**config.mk**
```make
export PLATFORM = sky130hd
export DESIGN_NAME = sprite_motion
export DESIGN_NICKNAME = d
export VERILOG_FILES = /design/src/rtl/vga_pkg.sv /design/src/rtl/edge_rise.sv /design/src/rtl/sprite_motion.sv
export SDC_FILE = /design/constraint.sdc
export NUM_CORES = 1
export LEC_CHECK = 0
export ABC_CLOCK_PERIOD_IN_PS = 3500
export CAP_MARGIN = 25
export CORE_UTILIZATION = 55
export CTS_BUF_LIST = sky130_fd_sc_hd__clkbuf_8
export CTS_CLUSTER_DIAMETER = 50
export CTS_CLUSTER_SIZE = 20
export DETAILED_ROUTE_END_ITERATION = 12
export GPL_TIMING_DRIVEN = 0
export PLACE_DENSITY = 0.8
export SLEW_MARGIN = 30
export SYNTH_ARGS = -nofsm -noshare
export SYNTH_HDL_FRONTEND = slang
export SYNTH_SLANG_ARGS = --single-unit
```
**constraint.sdc**
```tcl
create_clock -name clk -period 3.5 [get_ports clk]
set_clock_uncertainty 0.15 [all_clocks]
set_input_delay 0.7 -clock clk [delete_from_list [all_inputs] [get_ports clk]]
set_output_delay 0.7 -clock clk [all_outputs]
set_load 0.02 [all_outputs]
```
**src/rtl/vga_pkg.sv**
```systemverilog
// Shared VGA 800x600 timing constants, sprite FSM states and the per-axis
// bounce step used by sprite_motion.
package vga_pkg;

    localparam int unsigned HD    = 800;
    localparam int unsigned VD    = 600;
    localparam int unsigned HR    = 120;
    localparam int unsigned VR    = 6;
    localparam int unsigned H_END = 1040;
    localparam int unsigned V_END = 666;
    localparam int unsigned POS_W = 10;

    typedef logic [POS_W-1:0] pos_t;
    typedef logic [POS_W:0]   span_t;

    typedef enum logic [1:0] {
        S_WAIT,
        S_HOLD,
        S_UPDATE
    } state_t;

    typedef struct packed {
        pos_t pos;
        logic dir;
        logic hit;
    } axis_t;

    // One axis step with edge clamp; one extra bit so the sum never wraps.
    function automatic axis_t step_axis(input pos_t pos, input logic dir,
                                        input span_t step, input span_t lim);
        axis_t r;
        span_t nx;
        r.pos = pos;
        r.dir = dir;
        r.hit = 1'b0;
        if (dir) begin
            nx = {1'b0, pos} + step;
            if (nx >= lim) begin
                r.pos = lim[POS_W-1:0];
                r.dir = 1'b0;
                r.hit = 1'b1;
            end else begin
                r.pos = nx[POS_W-1:0];
            end
        end else begin
            nx = {1'b0, pos} - step;
            if ({1'b0, pos} <= step) begin
                r.pos = '0;
                r.dir = 1'b1;
                r.hit = 1'b1;
            end else begin
                r.pos = nx[POS_W-1:0];
            end
        end
        return r;
    endfunction

endpackage

```
**src/rtl/edge_rise.sv**
```systemverilog
// Single-bit rising-edge detector; the history flop resets to RESET_VAL.
module edge_rise #(
    parameter logic RESET_VAL = 1'b0
) (
    input  logic clk,
    input  logic rst_n,
    input  logic d,
    output logic rise
);

    logic prev_q;
    logic prev_d;

    always_comb begin
        prev_d = d;
    end

    always_ff @(posedge clk or negedge rst_n) begin
        if (!rst_n) begin
            prev_q <= RESET_VAL;
        end else begin
            prev_q <= prev_d;
        end
    end

    assign rise = d & ~prev_q;

endmodule

```
**src/rtl/sprite_motion.sv**
```systemverilog
// Per-frame sprite position update, bouncing off the 800x600 display edges.
// Optional button steering is enabled with `define SPRITE_STEER_EN.
module sprite_motion
    import vga_pkg::*;
#(
    parameter int unsigned SQ_W   = 20,
    parameter int unsigned SQ_H   = 20,
    parameter int unsigned SPEED  = 2,
    parameter int unsigned INIT_X = 390,
    parameter int unsigned INIT_Y = 290
) (
    input  logic             clk,
    input  logic             reset,
    input  logic             vsync,
    input  logic             pause,
    input  logic             btn_l,
    input  logic             btn_r,
    input  logic             btn_u,
    input  logic             btn_d,
    output logic [POS_W-1:0] sq_x,
    output logic [POS_W-1:0] sq_y,
    output logic             dir_x,
    output logic             dir_y,
    output logic [7:0]       bounce_cnt,
    output logic             frame_tick
);

    localparam span_t X_LIM = span_t'(HD - SQ_W);
    localparam span_t Y_LIM = span_t'(VD - SQ_H);
    localparam span_t STEP  = span_t'(SPEED);

    logic       tick;
    state_t     state_q, state_d;
    pos_t       sq_x_q, sq_x_d, sq_y_q, sq_y_d;
    logic       dir_x_q, dir_x_d, dir_y_q, dir_y_d;
    logic [7:0] bounce_cnt_q, bounce_cnt_d;
    logic       frame_tick_q, frame_tick_d;
    logic       dx, dy;
    axis_t      ax, ay;

    // History starts high so a vsync already asserted at reset release is not an edge.
    edge_rise #(.RESET_VAL(1'b1)) u_vsync_rise (
        .clk   (clk),
        .rst_n (reset),
        .d     (vsync),
        .rise  (tick)
    );

`ifndef SPRITE_STEER_EN
    logic unused_btn;
    assign unused_btn = ^{btn_l, btn_r, btn_u, btn_d};
`endif

    always_comb begin
        state_d      = state_q;
        sq_x_d       = sq_x_q;
        sq_y_d       = sq_y_q;
        dir_x_d      = dir_x_q;
        dir_y_d      = dir_y_q;
        bounce_cnt_d = bounce_cnt_q;
        frame_tick_d = tick;
        dx           = dir_x_q;
        dy           = dir_y_q;
        ax           = '0;
        ay           = '0;
        case (state_q)
            S_WAIT: begin
                if (pause) begin
                    state_d = S_HOLD;
                end else if (frame_tick_q) begin
                    state_d = S_UPDATE;
                end
            end
            S_HOLD: begin
                if (!pause) begin
                    state_d = S_WAIT;
                end
            end
            S_UPDATE: begin
                state_d = S_WAIT;
`ifdef SPRITE_STEER_EN
                if (btn_l != btn_r) dx = btn_r;
                if (btn_u != btn_d) dy = btn_d;
`endif
                ax      = step_axis(sq_x_q, dx, STEP, X_LIM);
                ay      = step_axis(sq_y_q, dy, STEP, Y_LIM);
                sq_x_d  = ax.pos;
                sq_y_d  = ay.pos;
                dir_x_d = ax.dir;
                dir_y_d = ay.dir;
                if (ax.hit || ay.hit) begin
                    bounce_cnt_d = bounce_cnt_q + 8'd1;
                end
            end
            default: state_d = S_WAIT;
        endcase
    end

    always_ff @(posedge clk or negedge reset) begin
        if (!reset) begin
            state_q      <= S_WAIT;
            sq_x_q       <= pos_t'(INIT_X);
            sq_y_q       <= pos_t'(INIT_Y);
            dir_x_q      <= 1'b1;
            dir_y_q      <= 1'b1;
            bounce_cnt_q <= '0;
            frame_tick_q <= 1'b0;
        end else begin
            state_q      <= state_d;
            sq_x_q       <= sq_x_d;
            sq_y_q       <= sq_y_d;
            dir_x_q      <= dir_x_d;
            dir_y_q      <= dir_y_d;
            bounce_cnt_q <= bounce_cnt_d;
            frame_tick_q <= frame_tick_d;
        end
    end

    assign sq_x       = sq_x_q;
    assign sq_y       = sq_y_q;
    assign dir_x      = dir_x_q;
    assign dir_y      = dir_y_q;
    assign bounce_cnt = bounce_cnt_q;
    assign frame_tick = frame_tick_q;

endmodule

```
# After elaboration in Yosys (flattened, before gate mapping)
# Cells that the tools add are included.
# W data, S select, Z words.
# totals
ff_bits,34
in_bits,8
output_inout_bits,31
word_cells,43
# classes
n_addsub,5
order_cmp,4
eq_ne,4
mux,16
bitwise_logic,2
reduce_logical,4
# ops
op,count
$mux W12,4
$mux W10,4
$add A10 B2 Y11 const B,2
$ge A11 B10 Y1 const B,2
$le A10 B2 Y1 const B,2
$sub A10 B2 Y10 const B,2
$mux W2,7
$add A8 B1 Y8 const B,1
$pmux W2 S2,1
$reduce_and A2 Y1,2
$ne A3 B3 Y1 const B,1
$eq A2 B1 Y1 const B,1
$eq A2 B2 Y1 const B,1
$logic_not A2 Y1,1
$ne A2 B2 Y1 const B,1
$and A1 B1 Y1,1
$logic_or A1 B1 Y1,1
$not A1 Y1,1

# Logic depth before layout (Yosys ltp)
# Gate-level depths: netlist of run 1.
# logic_depth
depth_word,7
mapped_depth,9
mapped_depth_nobuf,9

# By module
# Synthesis of run 1 repeated with hierarchy kept, for this count alone.
# unflattened
hier_cells,266
area_unflattened_um2,2306.0
# modules_own_cells
mod,instances,cells_per_inst,area_each_um2
sprite_motion,1,264,2265.9
edge_rise,1,2,40.0

# Worst setup path after synthesis of run 1
# No wires, ideal clock.
# synth_path
kind,register -> register
startpoint,register sq_y_q[1] (netlist: sq_y[1])
endpoint,register bounce_cnt_q[1] (netlist: bounce_cnt[1])
setup_ns,0.125
arrival_ns,2.340
path_slack_ns,0.885
path_stages_with_launch,9
path_buffers,0
period_less_slack_ns,2.615
cell_sequence,dfstp_2 -> ha_1 -> and4_4 -> nand4_4 -> mux2i_4 -> nand2b_1 -> o22ai_4 -> o21ai_2 -> mux2_4
# synth_between
elab_chain_cells,7
# synth_lines
item,line,text
from (decl),sprite_motion.sv:34,"pos_t sq_x_q, sq_x_d, sq_y_q, sq_y_d;"
from (signal assigned),sprite_motion.sv:103,sq_y_q <= pos_t'(INIT_Y);
from (signal assigned),sprite_motion.sv:111,sq_y_q <= sq_y_d;
$add A10 B2 Y11,vga_pkg.sv:37,"nx = {1'b0, pos} + step;"
$ge A11 B10 Y1,vga_pkg.sv:38,if (nx >= lim) begin
$mux W2,vga_pkg.sv:38,
$mux W12 *,vga_pkg.sv:36,if (dir) begin
$mux W12 *,sprite_motion.sv:66,case (state_q)
$logic_or A1 B1 Y1 *,sprite_motion.sv:91,if (ax.hit || ay.hit) begin
$reduce_and A2 Y1 (no line) *,-,
to (signal assigned),sprite_motion.sv:114,bounce_cnt_q <= bounce_cnt_d;
to (decl),sprite_motion.sv:36,"logic [7:0] bounce_cnt_q, bounce_cnt_d;"
# Mark *: on every way between the ends. The rest lies on a longest branch, timed or not. The select of a mux whose other input is x is not followed.
# A chain may end at the register's enable or synchronous reset.

# Worst setup path in the final report of run 1
# Ends and elaborated chain as after synthesis.

==> impl_metrics.tcl, run 1 <==
set metrics [dict create \
    status "finished clean" \
    yosysSeqAreaShare 0.334 \
    post-route-period-util 0.792 \
    avgSynthCellArea_um2 8.74 \
    required_ns 3.52 \
    slew_headroom 0.462 \
    ys_warn_count 0 \
    cp-end-kind "register" \
    h-tree-depth 2 \
    startpoint "sq_y[1]" \
    hold_path.class "input pin to asynchronous set/reset pin" \
    wl_um 5910 \
    core_mm2 0.00412 \
    setup_viol 0 \
    path_max_fanout 10 \
    multi_input_area_mm2 0.00148 \
    synth_cells 279 \
    slowest_stage "dfstp_2" \
    wl_per_cell_um 16.0 \
    first_global_vias 2075 \
    clock_latency_ns 0.29 \
    crit_path_end "bounce_cnt[1]" \
    powerDensity_mw_per_mm2 815 \
    critPathMaxStageDelay_ns 0.65 \
    critPathKind "register to register" \
    finalWorstSetupSlack_ns 0.727 \
    cp-start-kind "register" \
    yosysTopAreaCell "dfrtp_1" \
    place_hpwl_um 4170 \
    r2r_end "bounce_cnt[1]" \
    place_congestion 0.926 \
    tightest_slew_ns 0.803 \
    cts_hold_buf 0 \
    reg2reg_setup_slack_ns 0.73 \
    leakage_nw 1.15 \
    drv_cap 0 \
    rows 23 \
    clockBufferDepth 2 \
    crit_cells 8 \
    die_w_um 68.6 \
    path_cells "ha_1, and4_4, nand4_4, mux2i_4, nand2b_1, o22ai_4, o21ai_2, mux2_4" \
    rsz0062_at_grt "no" \
    cts.sinks 32 \
    dr_total_vias 2304 \
    grt_max_degree 33 \
    io_buffers 32 \
    max-vdd-ir-drop_mv 0.543 \
    drc 0 \
    cts-root-buf "clkbuf_8" \
    path_buf_inv 0 \
    report.final.slew_viol_count 0 \
    cts_resized 0 \
    cts_tree "yes" \
    drtPass1Iterations 4 \
    syn_area_mm2 0.00244 \
    yosys-top-cells-area "dfrtp_1 (23%), dfstp_2 (11%), o21ai_0 (4.3%)" \
    netlist_top_cells_count "nor2_1 (26), dfrtp_1 (22), o21ai_0 (21)" \
    cts_inserted_buffers 5 \
    fin_tns_setup_ns 0 \
    regArea_um2 813 \
    rr_worst_depth 8 \
    stdcell_count 370 \
    cts.reportedPaths.clkPinSlew_ns 0.07 \
    clock.fmax_ghz 0.361 \
    drive_gt1_frac 0.159 \
    pre_cts_ws_ns 0.735 \
    synth.most_common_cell "nor2_1" \
    period_needed_ns 2.77 \
    r2r-start "sq_y[1]" \
    pin_count 39 \
    synth_top_area_share 0.226 \
    grt_pass1_wl_um 9650 \
    avgViaCountPerCell 6.23 \
    die_h_um 68.6 \
    nNetsFinal 334 \
    grt.overflow.total 0 \
    grt_use_total 0.275 \
    drtAntennaViolNets 0 \
    ys_seq_elements 32 \
    ys_types 66 \
    dieArea_mm2 0.00470 \
    drt_iter0_markers 228 \
    async_flop_share 1.00 \
    dp_cells 362 \
    crit_family "flip-flops" \
    synth-main-ff-cell "dfrtp_1" \
    arrival_ns 2.79 \
    synth_edf_count 0 \
    post_cts_buffers 0 \
    antenna_found_initial 0 \
    hold_viol 0 \
    diodes 0 \
    start_util 0.592 \
    fillers 339 \
    syn_to_final_growth_pct 19.3 \
]
-- worst register-to-register path: stages (launching register included) --
cell and delay [ns]:
dfstp_2 0.65, ha_1 0.28, and4_4 0.30, nand4_4 0.13, mux2i_4 0.29, nand2b_1 0.21, o22ai_4 0.12, o21ai_2 0.23
mux2_4 0.31
-- stage by stage --
step / util / power, mW / hold WS (ns) / instance area, um2
floorplan: - / 1.63 / 0.254 / 2440
global placement: 0.686 / 2.04 / 0.307 / 2820
detailed placement: 0.685 / 2.07 / 0.302 / 2820
CTS: 0.706 / 2.35 / 0.321 / 2910
global route: 0.706 / 2.53 / 0.344 / 2910
finish: 0.706 / 2.37 / 0.297 / 2910
-- power by group --
part / total, mW / leakage (nW) / switching [mW] / internal (mW)
Sequential: 0.664 / 0.396 / 0.159 / 0.505
Clock: 0.283 / 0.0479 / 0.144 / 0.138
Combinational: 1.42 / 0.705 / 0.834 / 0.588
-- sequential cells by signal, summed over array words and instances (netlist names) --
register             count
sq_y                     9
u_vsync_rise.prev_q      1
sq_x                     9
dir_y                    1
bounce_cnt               8
dir_x                    1
state_q                  2
frame_tick               1
-- routing by layer --
layer,global-route usage,wire length (um)
met5,0,0
met4,0.0885,58
met3,0.0707,446
met1,0.382,2740
met2,0.413,2660
-- placed cells by master (no fill, tap or decap), drive strengths merged, types with 6 or more instances in the layout --
master / count
clkdlybuf4s50: 31
nor2: 27
o21ai: 25
dfrtp: 22
nand2: 20
buf: 14
nand3: 13
a21oi: 13
clkbuf: 13
xnor2: 10
dfstp: 10
inv: 10
a31oi: 7
nand2b: 7
o211ai: 7
ha: 7
nor3: 6
a22o: 6
nand4: 6
-- area by class of cell --
class / count / area share
buffer: 21 / 0.0392
clock buffer: 5 / 0.0237
clock inverter: 3 / 0.00646
inverter: 10 / 0.0129
multi-input combinational: 217 / 0.508
sequential: 32 / 0.280
tap: 50 / 0.0215
timing repair buffer: 32 / 0.108
-- worst min-delay path by stage --
| stage | from | cells after the start | endpoint | slack, ns |
|---|---|---|---|---|
| 3_3_place_gp | state_q[0] | 1 | state_q[1] | 0.31 |
| 5_1_grt | state_q[0] | 1 | state_q[1] | 0.34 |
| 6_report | reset | 1 | sq_x[6] | 0.30 |
| 2_1_floorplan | reset | 0 | bounce_cnt[0] | 0.25 |
| 4_1_cts | reset | 1 | sq_x[6] | 0.32 |
| 3_5_place_dp | state_q[0] | 1 | state_q[1] | 0.30 |
-- kinds of logic (layout without fill, tap and decap cells) --
logic type / after synthesis / count (layout) / share of synthesized area
AND/OR/NAND/NOR: 102 / 102 / 0.229
AO/OA/AOI/OAI: 89 / 89 / 0.266
flip-flops: 32 / 32 / 0.334
buffers and inverters: 31 / 71 / 0.0621
XOR/XNOR: 12 / 12 / 0.0431
adder cells (fa/ha/maj): 7 / 7 / 0.0359
multiplexers: 5 / 5 / 0.0277
other: 1 / 2 / 0.00154
Power figures use the tool's default switching activity.
==> inputs of run 2 (changes only) <==
--- a/config.mk
+++ b/config.mk
@@ -5,7 +5,7 @@
 export SDC_FILE = /design/constraint.sdc
 export NUM_CORES = 1
 export LEC_CHECK = 0
-export ABC_CLOCK_PERIOD_IN_PS = 3500
+export ABC_CLOCK_PERIOD_IN_PS = 2800
 export CAP_MARGIN = 25
 export CORE_UTILIZATION = 55
 export CTS_BUF_LIST = sky130_fd_sc_hd__clkbuf_8
==> constraint.sdc (replaced) <==
create_clock -name clk -period 2.8 [get_ports clk]
set_clock_uncertainty 0.15 [all_clocks]
set_input_delay 0.56 -clock clk [delete_from_list [all_inputs] [get_ports clk]]
set_output_delay 0.56 -clock clk [all_outputs]
set_load 0.02 [all_outputs]
==> impl_metrics.tcl, run 2 (synthesis gave the netlist of run 1 again) <==
set metrics [dict create \
    status "finished clean" \
    grt_max_degree 33 \
    die_w_um 68.6 \
    hold_path.class "input pin to asynchronous set/reset pin" \
    place_hpwl_um 4170 \
    tightest_slew_ns 0.813 \
    cp-start-kind "register" \
    die_h_um 68.6 \
    dieArea_mm2 0.00470 \
    h-tree-depth 2 \
    start_util 0.592 \
    wl_um 6140 \
    slew_headroom 0.456 \
    clock_latency_ns 0.29 \
    place_congestion 0.926 \
    finish.utilization 0.722 \
    pre_cts_ws_ns 0.0348 \
    powerDensity_mw_per_mm2 1020 \
    drv_cap 0 \
    path_max_fanout 9 \
    avgViaCountPerCell 6.34 \
    drive_gt1_frac 0.181 \
    slowest_stage "a31oi_1" \
    pin_count 39 \
    first_global_vias 2075 \
    syn_to_final_growth_pct 21.9 \
    cts_inserted_buffers 5 \
    cts-root-buf "clkbuf_8" \
    report.final.slew_viol_count 0 \
    grt_use_total 0.275 \
    max-vdd-ir-drop_mv 0.684 \
    post-route-period-util 0.979 \
    required_ns 2.82 \
    period_needed_ns 2.74 \
    diodes 0 \
    antenna_found_initial 0 \
    wl_per_cell_um 16.3 \
    cp-end-kind "register" \
    regArea_um2 813 \
    cts_hold_buf 0 \
    fin_tns_setup_ns 0 \
    cts_tree "yes" \
    clockBufferDepth 2 \
    final_cell_mix "clkdlybuf4s50_1 (31), nor2_1 (26), dfrtp_1 (22)" \
    io_buffers 32 \
    core_mm2 0.00412 \
    fillers 327 \
    cts.reportedPaths.clkPinSlew_ns 0.07 \
    drtAntennaViolNets 0 \
    cts.sinks 32 \
    critPathKind "register to register" \
    dr_total_vias 2382 \
    critPathMaxStageDelay_ns 0.68 \
    drt_iter0_markers 230 \
    clock.fmax_ghz 0.365 \
    drc 0 \
    multi_input_area_mm2 0.00150 \
    grt_pass1_wl_um 9650 \
    path_cells "inv_1, ha_1, o21bai_1, a31oi_1, o31ai_4, o21ai_2, mux2_4" \
    final_common_cell "clkdlybuf4s50_1" \
    grt.overflow.total 0 \
    nNetsFinal 340 \
    arrival_ns 2.76 \
    leakage_nw 1.18 \
    setup_viol 0 \
    hold_viol 0 \
    drtPass1Iterations 5 \
    rows 23 \
    finalWorstSetupSlack_ns 0.0588 \
]
run 2: layer usage:
layer	GRT usage	wire length, um	up-vias	part of all wire
li1	-	-	1124	-
met1	0.382	2820	1141	0.46
met2	0.413	2750	107	0.45
met3	0.0707	506	10	0.082
met4	0.0885	65	0	0.011
met5	0	0	-	0
run 2: power by group:
part | leakage (nW) | total [mW] | switching, mW | internal [mW]
combinational | 0.732 | 1.86 | 1.08 | 0.773
clock | 0.0479 | 0.352 | 0.179 | 0.173
sequential | 0.396 | 0.828 | 0.197 | 0.631
total | 1.18 | 3.04 | 1.46 | 1.58
run 2: final timing paths:
path                            depth (start not counted)            end  startpoint  slack (ns)
worst max-delay path                                    7  bounce_cnt[1]     sq_x[2]        0.06
worst min-delay path                                    1        sq_x[6]       reset        0.16
worst max register to register                          7  bounce_cnt[1]     sq_x[2]        0.06
worst min register to register                          1     state_q[1]  state_q[0]        0.32
max in group asynchronous                               1        sq_y[9]       reset        1.89
min in group clk                                        1     state_q[1]  state_q[0]        0.32
run 2: timing repair:
item / CTS / global route
endpoints found under the setup margin: 0 / 5
resized for setup: 0 / 4
buffers inserted: 0 / 5
run 2: final cells by class:
| cell class | count | share of cell area |
|---|---|---|
| multi-input cells | 218 | 0.506 |
| well taps | 50 | 0.0211 |
| clock buffers | 5 | 0.0232 |
| inverters | 10 | 0.0126 |
| clock inverters | 3 | 0.00632 |
| flip-flops and latches | 32 | 0.274 |
| repair buffers | 37 | 0.119 |
| plain buffers | 21 | 0.0383 |
run 2: critical path, delay by kind of cell (launching register included):
| family | cells | cell delay [ns] |
|---|---|---|
| flops | 1 | 0.62 |
| fa+ha+maj | 1 | 0.17 |
| compound gates | 4 | 1.29 |
| buf+inv | 1 | 0.08 |
| mux | 1 | 0.31 |
run 2: metrics by stage:
step           hold WS [ns]  cells  cell area (um2)  total power [mW]
4_1_cts               0.181    370             2910              2.94
6_report              0.155    376             2970              3.04
3_3_place_gp          0.307    362             2820              2.55
2_1_floorplan         0.114    280             2440              2.04
3_5_place_dp          0.302    362             2820              2.58
5_1_grt               0.217    376             2970              3.24
==> inputs of run 3 (changes only) <==
--- a/config.mk
+++ b/config.mk
@@ -7,6 +7,7 @@
 export LEC_CHECK = 0
 export ABC_CLOCK_PERIOD_IN_PS = 2800
 export CAP_MARGIN = 25
+export CORE_ASPECT_RATIO = 1.25
 export CORE_UTILIZATION = 55
 export CTS_BUF_LIST = sky130_fd_sc_hd__clkbuf_8
 export CTS_CLUSTER_DIAMETER = 50
==> impl_metrics.tcl, run 3 (synthesis gave the netlist of run 1 again) <==
set metrics [dict create \
    report.final.slew_viol_count 0 \
    startpoint "sq_x[1]" \
    p_int_mw 1.59 \
    drc 0 \
    period_needed_ns 2.67 \
    core_mm2 0.00416 \
    stdcell_count 382 \
    p_sw_mw 1.41 \
    path_max_fanout 9 \
    final_common_cell "clkdlybuf4s50_1" \
    syn_to_final_growth_pct 23.2 \
    clockPowerShare 0.122 \
    drt_iter0_markers 232 \
    wl_per_cell_um 15.5 \
    dp_cells 369 \
    dr_total_vias 2320 \
    p_seq_frac 0.276 \
    grt.overflow.total 0 \
    arrival_ns 2.68 \
    finish.utilization 0.721 \
    max-vdd-ir-drop_mv 0.586 \
    start_util 0.585 \
    path_buf_inv 1 \
    crit_family "compound AO/OA/AOI/OAI gates" \
    tightest_slew_ns 0.722 \
    grt_max_degree 29 \
    place_congestion 0.933 \
    antenna_found_initial 0 \
    rows 26 \
    cts.sinks 32 \
    first_global_vias 2040 \
    io_buffers 32 \
    power_frac_comb 0.602 \
    powerDensity_mw_per_mm2 1000 \
    die_h_um 76.4 \
    avgViaCountPerCell 6.07 \
    p_sw_frac 0.470 \
    wl_um 5920 \
    rsz0062_at_grt "yes" \
    nNetsFinal 340 \
    diodes 0 \
    place_hpwl_um 4190 \
    hold_viol 0 \
    dieArea_mm2 0.00470 \
    min_from "state_q[0]" \
    required_ns 2.82 \
    cts_inserted_buffers 5 \
    slowest_stage "dfstp_2" \
    cts_tree "yes" \
    leakage_nw 1.19 \
    fin_hold_ws_ns 0.307 \
    r2r-start "sq_x[1]" \
    cts-root-buf "clkbuf_8" \
    status "finished clean" \
    fin_tns_setup_ns 0 \
    drtPass1Iterations 4 \
    drv_cap 0 \
    slew_headroom 0.516 \
    path_cells "inv_1, ha_1, or4_1, o21ai_1, o22a_2, o31ai_4, o21ai_2, mux2_4" \
    hold_path.class "register to register" \
    critPathMaxStageDelay_ns 0.61 \
    grt_use_total 0.269 \
    drive_gt1_frac 0.181 \
    final_cell_mix "clkdlybuf4s50_1 (31), nor2_1 (26), dfrtp_1 (22)" \
    clock_latency_ns 0.29 \
    h-tree-depth 2 \
    clock.fmax_ghz 0.375 \
    grt_pass1_wl_um 9720 \
    clockBufferDepth 2 \
    cp-end-kind "register" \
    cp-start-kind "register" \
    setup_viol 0 \
    critPathKind "register to register" \
    post-route-period-util 0.952 \
    pin_count 39 \
    drtAntennaViolNets 0 \
    die_w_um 61.5 \
    cts.reportedPaths.clkPinSlew_ns 0.06 \
]
-- run 3: layout make-up --
class | instances | area, um2
plain buffers | 21 | 114
clock buffers | 6 | 82.6
clock inverters | 2 | 10.0
fillers | 360 | 1160
inverters | 10 | 37.5
multi-input cells | 217 | 1500
flip-flops and latches | 32 | 813
well taps | 56 | 70.1
repair buffers | 38 | 375
-- run 3: path summary, 6_finish.rpt --
path / endpoint / depth (start not counted) / slack [ns]
max in group asynchronous: u_vsync_rise.prev_q / 3 / 1.59
max: bounce_cnt[1] / 8 / 0.13
min: state_q[1] / 1 / 0.31
min reg2reg: state_q[1] / 1 / 0.31
max reg2reg: bounce_cnt[1] / 8 / 0.13
min in group asynchronous: sq_y[7] / 2 / 0.48
-- run 3: worst reg2reg max path, delay by kind of cell (launching register included) --
| family | cells | cell delay, ns |
|---|---|---|
| compound gates | 4 | 0.68 |
| fa+ha+maj | 1 | 0.34 |
| buf+inv | 1 | 0.08 |
| flops | 1 | 0.61 |
| mux | 1 | 0.31 |
| simple gates | 1 | 0.40 |
-- run 3: layer usage --
metal / up-vias / share of wire / track usage
met5: - / 0 / 0
met4: 0 / 0.010 / 0.0689
met3: 10 / 0.063 / 0.0560
met2: 90 / 0.50 / 0.416
met1: 1099 / 0.43 / 0.376
li1: 1121 / - / -
-- run 3: metrics by stage --
step	cell area (um2)	worst slack, ns	power (mW)
final	3000	0.134	3.00
after detailed placement	2850	0.0403	2.57
after global placement	2830	0.0652	2.54
after global routing	3000	-0.0123	3.22
after floorplan	2440	0.185	2.04
after CTS	2950	0.0303	2.95
-- run 3: power by group through the flow --
stage | combinational [mW] | clock (mW) | sequential (mW)
2_1_floorplan | 1.08 | 0 | 0.958
3_3_place_gp | 1.71 | 0 | 0.828
3_5_place_dp | 1.74 | 0 | 0.833
4_1_cts | 1.75 | 0.374 | 0.829
5_1_grt | 1.98 | 0.394 | 0.855
6_report | 1.81 | 0.366 | 0.830
-- run 3: what timing repair did --
item                                    in CTS  in global routing
gates resized for setup                      0                  5
hold buffers                                 1                  0
endpoints found under the hold margin        3                  0
setup buffers                                0                  4
endpoints found under the setup margin       0                  7
